## src/rtl/tm1638_pkg.sv

```systemverilog
// Shared constants and state encoding for the TM1638 bus responder.
package tm1638_pkg;

   localparam logic [1:0] CMD_DATA = 2'b01;
   localparam logic [1:0] CMD_DISP = 2'b10;
   localparam logic [1:0] CMD_ADDR = 2'b11;

   localparam int unsigned READ  = 1;
   localparam int unsigned FIXED = 2;

   typedef enum logic [2:0] {
      IDLE,
      CMD,
      WDATA,
      RDATA,
      IGNORE
   } state_t;

endpackage

```

## src/rtl/tm1638_edge_sync.sv

```systemverilog
// N-stage synchronizer with registered rise/fall strobes for one bus line.
module tm1638_edge_sync #(
   parameter int unsigned STAGES = 2,
   parameter logic        INIT   = 1'b1
) (
   input  logic clk,
   input  logic reset,
   input  logic din,
   output logic rise,
   output logic fall
);

   logic [STAGES-1:0] chain;
   logic              prev;

   always_ff @(posedge clk or posedge reset) begin
      if (reset) begin
         chain <= {STAGES{INIT}};
         prev  <= INIT;
         rise  <= 1'b0;
         fall  <= 1'b0;
      end else begin
         chain <= {chain[STAGES-2:0], din};
         prev  <= chain[STAGES-1];
         rise  <= chain[STAGES-1] & ~prev;
         fall  <= ~chain[STAGES-1] & prev;
      end
   end

endmodule

```

## src/rtl/tm1638_rx.sv

```systemverilog
// TM1638 chip-side responder: decodes host frames into display RAM and
// control state, and shifts the key vector out on key-read frames.
module tm1638_rx
   import tm1638_pkg::*;
#(
   parameter int unsigned SYNC_STAGES = 2
) (
   input  logic          clk,
   input  logic          reset,
   input  logic          tm_stb,
   input  logic          tm_clk,
   input  logic          tm_dio_in,
   output logic          tm_dio_out,
   output logic          tm_dio_oe,
   input  logic [31:0]   keys,
   output logic [127:0]  disp,
   output logic          display_on,
   output logic [2:0]    brightness,
   output logic          frame_done
);

   state_t                 state, state_next;
   logic                   clk_rise, clk_fall, stb_rise, stb_fall;
   logic [SYNC_STAGES-1:0] dio_chain;
   logic                   dio;
   logic [2:0]             bit_cnt;
   logic [7:0]             shreg;
   logic [7:0]             byte_val;
   logic                   byte_done;
   logic                   got_byte;
   logic [3:0]             addr;
   logic                   read_flag, fixed_flag;
   logic [31:0]            tx;
   logic                   bit_taken;
   logic [7:0]             ram [16];

   tm1638_edge_sync #(.STAGES(SYNC_STAGES), .INIT(1'b1)) u_clk_sync (
      .clk(clk), .reset(reset), .din(tm_clk), .rise(clk_rise), .fall(clk_fall)
   );

   tm1638_edge_sync #(.STAGES(SYNC_STAGES), .INIT(1'b1)) u_stb_sync (
      .clk(clk), .reset(reset), .din(tm_stb), .rise(stb_rise), .fall(stb_fall)
   );

   always_ff @(posedge clk or posedge reset) begin
      if (reset) dio_chain <= '1;
      else       dio_chain <= {dio_chain[SYNC_STAGES-2:0], tm_dio_in};
   end
   assign dio = dio_chain[SYNC_STAGES-1];

   assign byte_val  = {dio, shreg[7:1]};
   assign byte_done = (state != IDLE) && clk_rise && !stb_rise && (bit_cnt == 3'd7);

   always_ff @(posedge clk or posedge reset) begin
      if (reset) state <= IDLE;
      else       state <= state_next;
   end

   always_comb begin
      state_next = state;
      if (stb_rise) begin
         state_next = IDLE;
      end else begin
         case (state)
            IDLE: if (stb_fall) state_next = CMD;
            CMD: begin
               if (byte_done) begin
                  case (byte_val[7:6])
                     CMD_DATA: state_next = byte_val[READ] ? RDATA : IGNORE;
                     CMD_ADDR: state_next = WDATA;
                     default:  state_next = IGNORE;
                  endcase
               end
            end
            default: state_next = state;
         endcase
      end
   end

   assign tm_dio_oe = (state == RDATA) && !stb_rise;

   // A fall only advances the read bit once the host has clocked the
   // current one with a rise, so bit 0 survives the first fall of the phase.
   always_ff @(posedge clk or posedge reset) begin
      if (reset) begin
         bit_cnt    <= '0;
         shreg      <= '0;
         got_byte   <= 1'b0;
         addr       <= '0;
         read_flag  <= 1'b0;
         fixed_flag <= 1'b0;
         display_on <= 1'b0;
         brightness <= '0;
         tx         <= '0;
         bit_taken  <= 1'b0;
         tm_dio_out <= 1'b1;
         frame_done <= 1'b0;
         for (int unsigned a = 0; a < 16; a++) ram[a] <= '0;
      end else begin
         frame_done <= stb_rise & got_byte;
         if (stb_rise) begin
            bit_cnt    <= '0;
            got_byte   <= 1'b0;
            bit_taken  <= 1'b0;
            tm_dio_out <= 1'b1;
         end else if (state != IDLE && clk_rise) begin
            shreg   <= byte_val;
            bit_cnt <= bit_cnt + 3'd1;
            if (state == RDATA) bit_taken <= 1'b1;
            if (bit_cnt == 3'd7) begin
               got_byte <= 1'b1;
               case (state)
                  CMD: begin
                     case (byte_val[7:6])
                        CMD_DATA: begin
                           read_flag  <= byte_val[READ];
                           fixed_flag <= byte_val[FIXED];
                           if (byte_val[READ]) begin
                              tx         <= {1'b0, keys[31:1]};
                              tm_dio_out <= keys[0];
                           end
                        end
                        CMD_DISP: begin
                           display_on <= byte_val[3];
                           brightness <= byte_val[2:0];
                        end
                        CMD_ADDR: addr <= byte_val[3:0];
                        default: ;
                     endcase
                  end
                  WDATA: begin
                     ram[addr] <= byte_val;
                     if (!fixed_flag) addr <= addr + 4'd1;
                  end
                  default: ;
               endcase
            end
         end else if (state == RDATA && clk_fall && bit_taken) begin
            tm_dio_out <= tx[0];
            tx         <= {1'b0, tx[31:1]};
            bit_taken  <= 1'b0;
         end
      end
   end

   always_comb begin
      disp = '0;
      for (int unsigned a = 0; a < 16; a++) disp[a*8 +: 8] = ram[a];
   end

   // read_flag is kept as persistent command state; decode uses the fresh bit.
   logic unused_ok;
   assign unused_ok = read_flag;

endmodule

```

## config.mk

```make
export PLATFORM = sky130hd
export DESIGN_NAME = tm1638_rx
export DESIGN_NICKNAME = d
export VERILOG_FILES = /design/src/rtl/tm1638_pkg.sv /design/src/rtl/tm1638_edge_sync.sv /design/src/rtl/tm1638_rx.sv
export SDC_FILE = /design/constraint.sdc
export NUM_CORES = 1
export LEC_CHECK = 0
export CORE_MARGIN = 1
export CORE_UTILIZATION = 40
export CTS_CLUSTER_DIAMETER = 30
export DETAILED_ROUTE_END_ITERATION = 10
export GPL_TIMING_DRIVEN = 0
export MAX_ROUTING_LAYER = met4
export PLACE_DENSITY = 0.68
export SYNTH_ARGS = -nofsm -noshare
export SYNTH_HDL_FRONTEND = slang
export SYNTH_SLANG_ARGS = --single-unit
export TNS_END_PERCENT = 1
```

## constraint.sdc

```tcl
create_clock -name clk -period 10.5 [get_ports clk]
set_input_delay 1.575 -clock clk [delete_from_list [all_inputs] [get_ports clk]]
set_output_delay 1.575 -clock clk [all_outputs]
set_load 0.05 [all_outputs]
```

==> flow_metrics.py, run 1 <==
metrics = {
    "timing": {
        "fin_crit_ps": 3785,
        "max_freq_ghz": 0.2642,
        "rsz0062_at_grt": "no",
        "drv_slew": 0,
        "setup_ws_ps": 6715,
        "hold_slack_ps": 356.8,
        "setup_viol": 0,
        "setup_tns_ps": 0,
        "worstMarginPinSlew_ps": 921.2,
        "hold_viol_final": 0,
        "fin_crit_sh_pct": 36.05,
        "finalClockSkew_ps": 12.75,
        "relSlewSlack_pct": 38.45,
    },
    "clocking": {
        "cts-hold-fix-buffers": 0,
        "root_buffer": "clkbuf_16",
        "htree_levels": 4,
        "clockBufferDepth": 2,
        "cts.sinks": 197,
        "ctsResizeCount": 0,
        "path_clk_slew_ps": 70,
        "cts_buffers": 17,
        "cts_setup_buffers": 0,
        "cts_tree": "yes",
        "clk-insertion-delay-late_ps": 430,
    },
    "outcome": {
        "outcome": "complete, no violations",
    },
    "logic_synthesis": {
        "synth_cells": 594,
        "synthFlopType": "dfrtp_1",
        "netlist_area_um2": 8085,
        "seq_area_frac_synth_pct": 61.11,
        "synth_seq_cells": 197,
        "synth_edf_count": 0,
        "yosysWarnings": 0,
        "ys_types": 41,
        "synthesis.nets": 637,
        "syn_area_per_cell_um2": 13.61,
        "async_reset_ff_share_pct": 100.0,
    },
    "grt": {
        "grt.overflow.total": 0,
        "grt_pass1_wl_um": 29340,
        "first_global_vias": 5507,
        "grt_max_degree": 133,
        "grt_antenna_before_repair": 0,
        "grt_use_total_pct": 19.43,
    },
    "run": {
        "maxCapViolCount": 0,
    },
    "drt": {
        "drt_pass1_iterations": 4,
        "routedWlPerCell_um": 17.40,
        "drtAntennaViolNets": 0,
        "drt_iter0_drc": 179,
        "route.detailed.drc": 0,
        "num_vias": 5194,
        "totalWireLength_um": 18490,
        "vias_per_cell": 4.886,
    },
    "die": {
        "start_util_pct": 41.14,
        "dieWidth_um": 144.2,
        "io_pins": 172,
        "core_area_um2": 19650,
        "die_area_um2": 20790,
        "rows": 51,
        "dieHeight_um": 144.2,
    },
    "worst_hold_path": {
        "worstHoldPathType": "reg2reg",
    },
    "critical_path": {
        "worstPathArrival_ps": 2210,
        "cp_data_required_time_ps": 8930,
        "critPathTopFamily": "buffers and inverters",
        "critPathBufInv": 3,
        "path_class": "reg2out",
        "endpoint_kind": "output port",
        "crit_path_cell_trace": "clkbuf_1, inv_1, and2_1, clkdlybuf4s50_1",
        "slowest_delay_ps": 700,
        "critPathSlowestCell": "clkdlybuf4s50_1",
        "path_max_fanout": 10,
        "cp-start-kind": "flop",
    },
    "power": {
        "finalPower_w": 0.001569,
        "power.density_nw_per_um2": 145.7,
        "power_leakage_nw": 5.032,
        "vdd_drop_max_mv": 0.1013,
    },
    "final_layout": {
        "nNetsFinal": 828,
        "layout-drive-gt1-share_pct": 30.58,
        "layout_common_cells": "dfrtp_1, clkdlybuf4s50_1, mux2_2",
        "final_core_util_pct": 54.77,
        "final_common_cell": "dfrtp_1",
        "syn_to_final_growth_pct": 33.13,
        "diodes": 0,
    },
    "placed_design": {
        "hpwl_um": 12860,
        "post-place-ws_ps": 7173,
        "place.gp.congestion": 0.8090,
        "io_buffers": 171,
    },
}
## worst reg2reg max path: stages (launching register included)
cell and delay, ps:
dfrtp_1 380, ha_1 180, ha_1 200, nor4bb_1 210, clkbuf_4 290, nand3_4 160
nor2_2 460, mux2_2 400
## layout make-up
type	instances	area, um^2
inverters	5	26.28
flip-flops and latches	197	4941
multi-input cells	359	2980
well taps	265	331.6
plain buffers	33	145.1
clock inverters	14	161.4
fillers	1665	8890
clock buffers	18	439.2
repair buffers	172	1739
## metal layers
metal	wire [um]	global-route usage [%]	vias up
li1	-	-	2422
met1	8566	24.45	2587
met2	8323	29.52	160
met3	1259	6.026	25
met4	344	7.036	0
met5	0	-	-
## synthesized netlist by cell type (4+ instances only)
master | n | area (um^2)
dfrtp_1 | 188 | 4705
mux2_2 | 170 | 1914
nand2_1 | 102 | 382.9
clkbuf_1 | 19 | 71.32
nor2_2 | 12 | 75.07
a21oi_1 | 10 | 50.05
dfstp_2 | 9 | 236.5
nor2_1 | 7 | 26.28
ha_1 | 6 | 75.07
nor2b_1 | 6 | 37.54
buf_1 | 5 | 18.77
buf_2 | 5 | 25.02
inv_1 | 5 | 18.77
nand3_4 | 4 | 70.07
nor3_4 | 4 | 65.06
o21ai_0 | 4 | 20.02
## stage by stage
| stage | cell area [um^2] | std cells |
|---|---|---|
| floorplan | 8085 | 594 |
| global route | 10760 | 1063 |
| global placement | 10130 | 1030 |
| finish | 10760 | 1063 |
| CTS | 10760 | 1063 |
| detailed placement | 10160 | 1031 |
## flip-flops by register name (all words and copies together) (netlist names), 2 cells and up
register,count
disp,128
tx,31
shreg,7
addr,4
bit_cnt,3
brightness,3
state,3
dio_chain,2
u_clk_sync.chain,2
u_stb_sync.chain,2
## logic make-up after synthesis
group                    Yosys count  synth area share (%)
AND/OR/NAND/NOR                  156                 9.966
adder cells (fa/ha/maj)            6                0.9285
buffers and inverters             38                 2.027
multiplexers                     173                 24.05
AO/OA/AOI/OAI                     23                 1.811
flip-flops                       197                 61.11
XOR/XNOR                           1                0.1083
## final timing paths
kind                                      from                  end  slack (ps)  cells past startpoint
setup / recovery               u_stb_sync.rise            tm_dio_oe        6710                      4
hold / removal             u_stb_sync.chain[0]  u_stb_sync.chain[1]         360                      0
setup reg to reg                    bit_cnt[0]             disp[52]        8120                      7
hold reg to reg            u_stb_sync.chain[0]  u_stb_sync.chain[1]         360                      0
max in group asynchronous                reset             disp[36]        7920                      3
min in group asynchronous                reset            disp[104]        1570                      2
## power by group
group	total [W]	switching, W	internal [W]
registers	0.000791	0.0000180	0.000773
clock network	0.000656	0.000309	0.000347
logic	0.000122	0.0000860	0.0000361
(Power assumes the default switching activity.)
==> run 2, diff against run 1 <==
Settings changed: PLACE_DENSITY 0.68 to 0.71.
Clock period 10.5 ns to 3.4 ns, I/O delays scaled along.
==> run 2 against run 1 <==
  * Die area unchanged
  * Critical path depth unchanged
  * First-iteration DRC count decreased by 11%
  * Clock power increased to 2.9 times the previous value
  * Clock skew about the same
  * Core utilization increased by 0.10 points
  * Routed wire length increased by 0.59%
  * Combinational power increased to 3.2 times the previous value
  * Highest routed layer unchanged
==> flow_metrics.py, run 2 (same netlist as run 1, synthesis figures left out) <==
metrics = {
    "outcome": {
        "outcome": "complete, no violations",
    },
    "final_layout": {
        "syn_to_final_growth_pct": 33.38,
        "fillers": 1647,
        "final_common_cell": "dfrtp_1",
        "layout-drive-gt1-share_pct": 30.67,
        "fin_area_um2": 10780,
        "nNetsFinal": 832,
        "diodes": 0,
        "layout_common_cells": "dfrtp_1, clkdlybuf4s50_1, mux2_2",
        "largest_reg_flops": 128,
    },
    "drt": {
        "drt_pass1_iterations": 4,
        "routedWlPerCell_um": 17.43,
        "vias_per_cell": 4.899,
        "route.detailed.drc": 0,
        "drtAntennaViolNets": 0,
        "totalWireLength_um": 18600,
        "num_vias": 5227,
        "drt_iter0_drc": 160,
    },
    "clocking": {
        "root_buffer": "clkbuf_16",
        "cts_setup_buffers": 0,
        "cts_tree": "yes",
        "cts.sinks": 197,
        "cts_buffers": 17,
        "cts-hold-fix-buffers": 0,
        "path_clk_slew_ps": 70,
        "clk-insertion-delay-late_ps": 430,
        "clockBufferDepth": 2,
        "ctsResizeCount": 0,
        "htree_levels": 4,
    },
    "timing": {
        "hold_slack_ps": 326.5,
        "setup_viol": 0,
        "rsz0062_at_grt": "no",
        "hold_viol_final": 0,
        "setup_ws_ps": 680.5,
        "relSlewSlack_pct": 35.61,
        "max_freq_ghz": 0.3677,
        "fin_crit_ps": 2719,
        "worstMarginPinSlew_ps": 957.7,
        "finalClockSkew_ps": 12.74,
        "fin_crit_sh_pct": 79.98,
        "drv_slew": 0,
    },
    "critical_path": {
        "path_max_fanout": 8,
        "r2r.worst_path.cells": 7,
        "cp_data_required_time_ps": 2890,
        "ff2ff_setup_slack_ps": 930,
        "cp-start-kind": "flop",
        "crit_end": "tm_dio_oe",
        "crit_start": "state[2]",
        "worstPathArrival_ps": 2210,
        "endpoint_kind": "output port",
        "r2r_start": "bit_cnt[0]",
        "path_class": "reg2out",
        "r2r_end": "disp[104]",
    },
    "die": {
        "dieHeight_um": 144.2,
        "die_area_um2": 20790,
        "dieWidth_um": 144.2,
        "rows": 51,
        "start_util_pct": 41.14,
        "core_area_um2": 19650,
        "io_pins": 172,
    },
    "worst_hold_path": {
        "worstHoldPathType": "in2async",
    },
    "placed_design": {
        "place_area_um2": 10230,
        "post-place-ws_ps": 938.1,
        "place.gp.congestion": 0.8090,
        "hpwl_um": 13310,
        "io_buffers": 171,
    },
    "grt": {
        "first_global_vias": 5473,
        "grt_max_degree": 43,
        "grt_antenna_before_repair": 0,
        "grt.overflow.total": 0,
        "grt_use_total_pct": 19.32,
        "grt_pass1_wl_um": 29300,
    },
    "power": {
        "power.density_nw_per_um2": 436.1,
        "power_leakage_nw": 5.033,
        "vdd_drop_max_mv": 0.3797,
    },
    "run": {
        "maxCapViolCount": 0,
    },
}
-- run 2: changes by cell type in the layout (fill, tap and decap cells not counted) --
cell	change
clkinv_8	-1
buf_12	+5
clkbuf_8	+1
buf_16	-1
inv_8	-5
clkinvlp_4	+2
clkinv_2	+1
clkbuf_1	+2
inv_6	+1
bufinv_16	-1
-- run 2: worst min-delay path by stage --
| stage | to | cells after the start | from |
|---|---|---|---|
| after detailed placement | dio_chain[1] | 0 | dio_chain[0] |
| after CTS | disp[107] | 2 | reset |
| after floorplan | dio_chain[1] | 0 | dio_chain[0] |
| final | disp[107] | 2 | reset |
| after global placement | u_clk_sync.chain[1] | 0 | u_clk_sync.chain[0] |
| after global routing | disp[107] | 2 | reset |
-- run 2: area by class of cell --
cell class                      instances  area [um^2]  share of cell area (%)
Buffer                                 33        145.1                   1.346
Clock buffer                           21        460.4                   4.270
Clock inverter                         11        91.34                  0.8470
Inverter                                5        22.52                  0.2088
Multi-Input combinational cell        359         2980                   27.64
Sequential cell                       197         4941                   45.82
Tap cell                              265        331.6                   3.075
Timing Repair Buffer                  176         1812                   16.80
-- run 2: metal layers --
layer | global-route usage, % | vias up | share of wire [%]
li1 | - | 2434 | -
met3 | 6.358 | 14 | 8.2
met1 | 24.49 | 2621 | 45
met5 | - | - | 0
met2 | 29.54 | 158 | 46
met4 | 5.540 | 0 | 0.90
-- run 2: report_power, final --
group	switching, W	internal, W	leakage (nW)
clock	0.000878	0.000991	0.263
combinational	0.000273	0.000120	2.07
sequential	0.0000527	0.00239	2.70
total	0.00120	0.00350	5.03
-- run 2: critical path: stages (launching register included) --
cell and delay [ps]:
dfrtp_1 350, buf_2 160, and3b_1 280, and2_1 190
clkdlybuf4s50_1 810
-- run 2: stage by stage --
stage	std cells	total power [W]	util (%)	setup TNS, ps
final	1067	0.004703	54.87	0
after global routing	1067	0.004903	54.87	0
after CTS	1067	0.004769	54.87	0
after detailed placement	1035	0.002883	52.06	0
after global placement	1030	0.002854	51.55	-185280
after floorplan	594	0.002668	-	0
==> run 3, diff against run 2 <==
Clock period 3.4 ns to 2.4 ns, I/O delays scaled along.
==> run 3 against run 2 <==
  * Die area unchanged
  * Register-to-register slack got worse by 820 ps
  * Worst hold slack got worse by 150 ps
  * Worst setup slack got worse by 600 ps
  * First-iteration DRC count increased by 10%
  * Sequential share of layout area decreased by 0.33 points
  * Sequential power increased by 42%
  * Non-clock buffer count increased by 1
  * Core utilization increased by 0.40 points
  * Global-route usage about the same
  * Critical path type unchanged
==> flow_metrics.py, run 3 (same netlist as run 1, synthesis figures left out) <==
metrics = {
    "timing": {
        "max_freq_ghz": 0.4309,
        "relSlewSlack_pct": 35.88,
        "rsz0062_at_grt": "yes",
        "fin_crit_sh_pct": 96.69,
        "worstMarginPinSlew_ps": 953.6,
        "setup_viol": 0,
        "drv_slew": 0,
        "hold_viol_final": 0,
        "finalClockSkew_ps": 13.30,
        "fin_crit_ps": 2320,
        "setup_ws_ps": 79.53,
    },
    "grt": {
        "grt_antenna_before_repair": 0,
        "grt_pass1_wl_um": 29370,
        "first_global_vias": 5481,
        "grt.overflow.total": 0,
        "grt_use_total_pct": 19.36,
        "grt_max_degree": 43,
    },
    "final_layout": {
        "layout_common_cells": "dfrtp_1, mux2_2, clkdlybuf4s50_1",
        "nNetsFinal": 833,
        "fin_area_um2": 10860,
        "diodes": 0,
        "stdcell_count": 1068,
        "layout-drive-gt1-share_pct": 30.88,
        "final_core_util_pct": 55.27,
        "syn_to_final_growth_pct": 34.35,
        "largest_reg_flops": 128,
        "final_common_cell": "dfrtp_1",
    },
    "die": {
        "start_util_pct": 41.14,
        "die_area_um2": 20790,
        "rows": 51,
        "io_pins": 172,
        "core_area_um2": 19650,
        "dieHeight_um": 144.2,
        "dieWidth_um": 144.2,
    },
    "drt": {
        "drtAntennaViolNets": 0,
        "drt_iter0_drc": 176,
        "route.detailed.drc": 0,
        "vias_per_cell": 4.892,
        "routedWlPerCell_um": 17.48,
        "drt_pass1_iterations": 4,
        "totalWireLength_um": 18670,
        "num_vias": 5225,
    },
    "power": {
        "power_leakage_nw": 5.049,
        "power.density_nw_per_um2": 613.8,
        "vdd_drop_max_mv": 0.5367,
    },
    "clocking": {
        "htree_levels": 4,
        "cts_tree": "yes",
        "cts_buffers": 17,
        "cts.sinks": 197,
        "path_clk_slew_ps": 70,
        "clk-insertion-delay-late_ps": 430,
        "root_buffer": "clkbuf_16",
        "clockBufferDepth": 2,
    },
    "placed_design": {
        "post-place-ws_ps": -61.91,
        "dpl.cell_count": 1035,
        "place_area_um2": 10230,
        "hpwl_um": 13310,
        "io_buffers": 171,
        "place.gp.congestion": 0.8090,
    },
    "critical_path": {
        "endpoint_kind": "output port",
        "cp-start-kind": "flop",
        "crit_start": "u_stb_sync.rise",
        "path_max_fanout": 10,
        "worstPathArrival_ps": 1960,
        "path_class": "reg2out",
        "r2r_start": "bit_cnt[0]",
        "cp_data_required_time_ps": 2040,
    },
    "outcome": {
        "outcome": "complete, no violations",
    },
    "worst_hold_path": {
        "worstHoldPathType": "in2async",
    },
    "run": {
        "maxCapViolCount": 0,
    },
}
run 3: layer usage:
layer / global-route usage (%) / vias to the layer above / part of all wire, % / routed length (um)
li1: - / 2431 / - / -
met1: 24.60 / 2621 / 45 / 8340
met2: 29.52 / 161 / 46 / 8650
met3: 6.358 / 12 / 8.1 / 1509
met4: 5.596 / 0 / 0.90 / 168
met5: - / - / 0 / 0
run 3: stage by stage:
stage | hold WS [ps] | TNS, ps | power (W)
after floorplan | 345.2 | -93820 | 0.003779
after global placement | 346.6 | -352730 | 0.004043
after detailed placement | 346.8 | -1152 | 0.004084
after CTS | 156.9 | -480.0 | 0.006757
after global routing | 168.0 | -419.4 | 0.006947
final | 176.3 | 0 | 0.006667
run 3: path summary, 6_finish.rpt:
| check | slack [ps] | endpoint | cells after the start |
|---|---|---|---|
| max | 80 | tm_dio_oe | 4 |
| min | 180 | disp[107] | 2 |
| max reg2reg | 110 | tx[22] | 7 |
| min reg2reg | 360 | dio_chain[1] | 0 |
| max in group asynchronous | 1220 | disp[44] | 5 |
| min in group clk | 350 | u_clk_sync.chain[0] | 1 |
run 3: area by class of cell:
cell class                      instances  area (um^2)
Buffer                                 33        145.1
Clock buffer                           21        460.4
Clock inverter                         11        91.34
Fill cell                            1641         8791
Inverter                                5        22.52
Multi-Input combinational cell        359         3040
Sequential cell                       197         4941
Tap cell                              265        331.6
Timing Repair Buffer                  177         1831
run 3: timing repair:
item	4_1_cts	5_1_grt
setup endpoints to repair	60	98
buffers inserted	0	1
gates resized for setup	9	4
hold buffers	0	0
pin swaps	0	1
run 3: report_power, final:
group / total (W) / leakage (nW) / internal, W / switching [W]
Clock: 0.00265 / 0.263 / 0.00140 / 0.00124
Sequential: 0.00346 / 2.70 / 0.00338 / 0.0000767
Combinational: 0.000560 / 2.08 / 0.000170 / 0.000390
Total: 0.00667 / 5.05 / 0.00496 / 0.00171
run 3: worst max-delay path: stages (launching register included):
cell and delay (ps):
dfrtp_1 410, clkbuf_1 360, inv_1 150, and2_1 190, dlygate4sd2_1 430
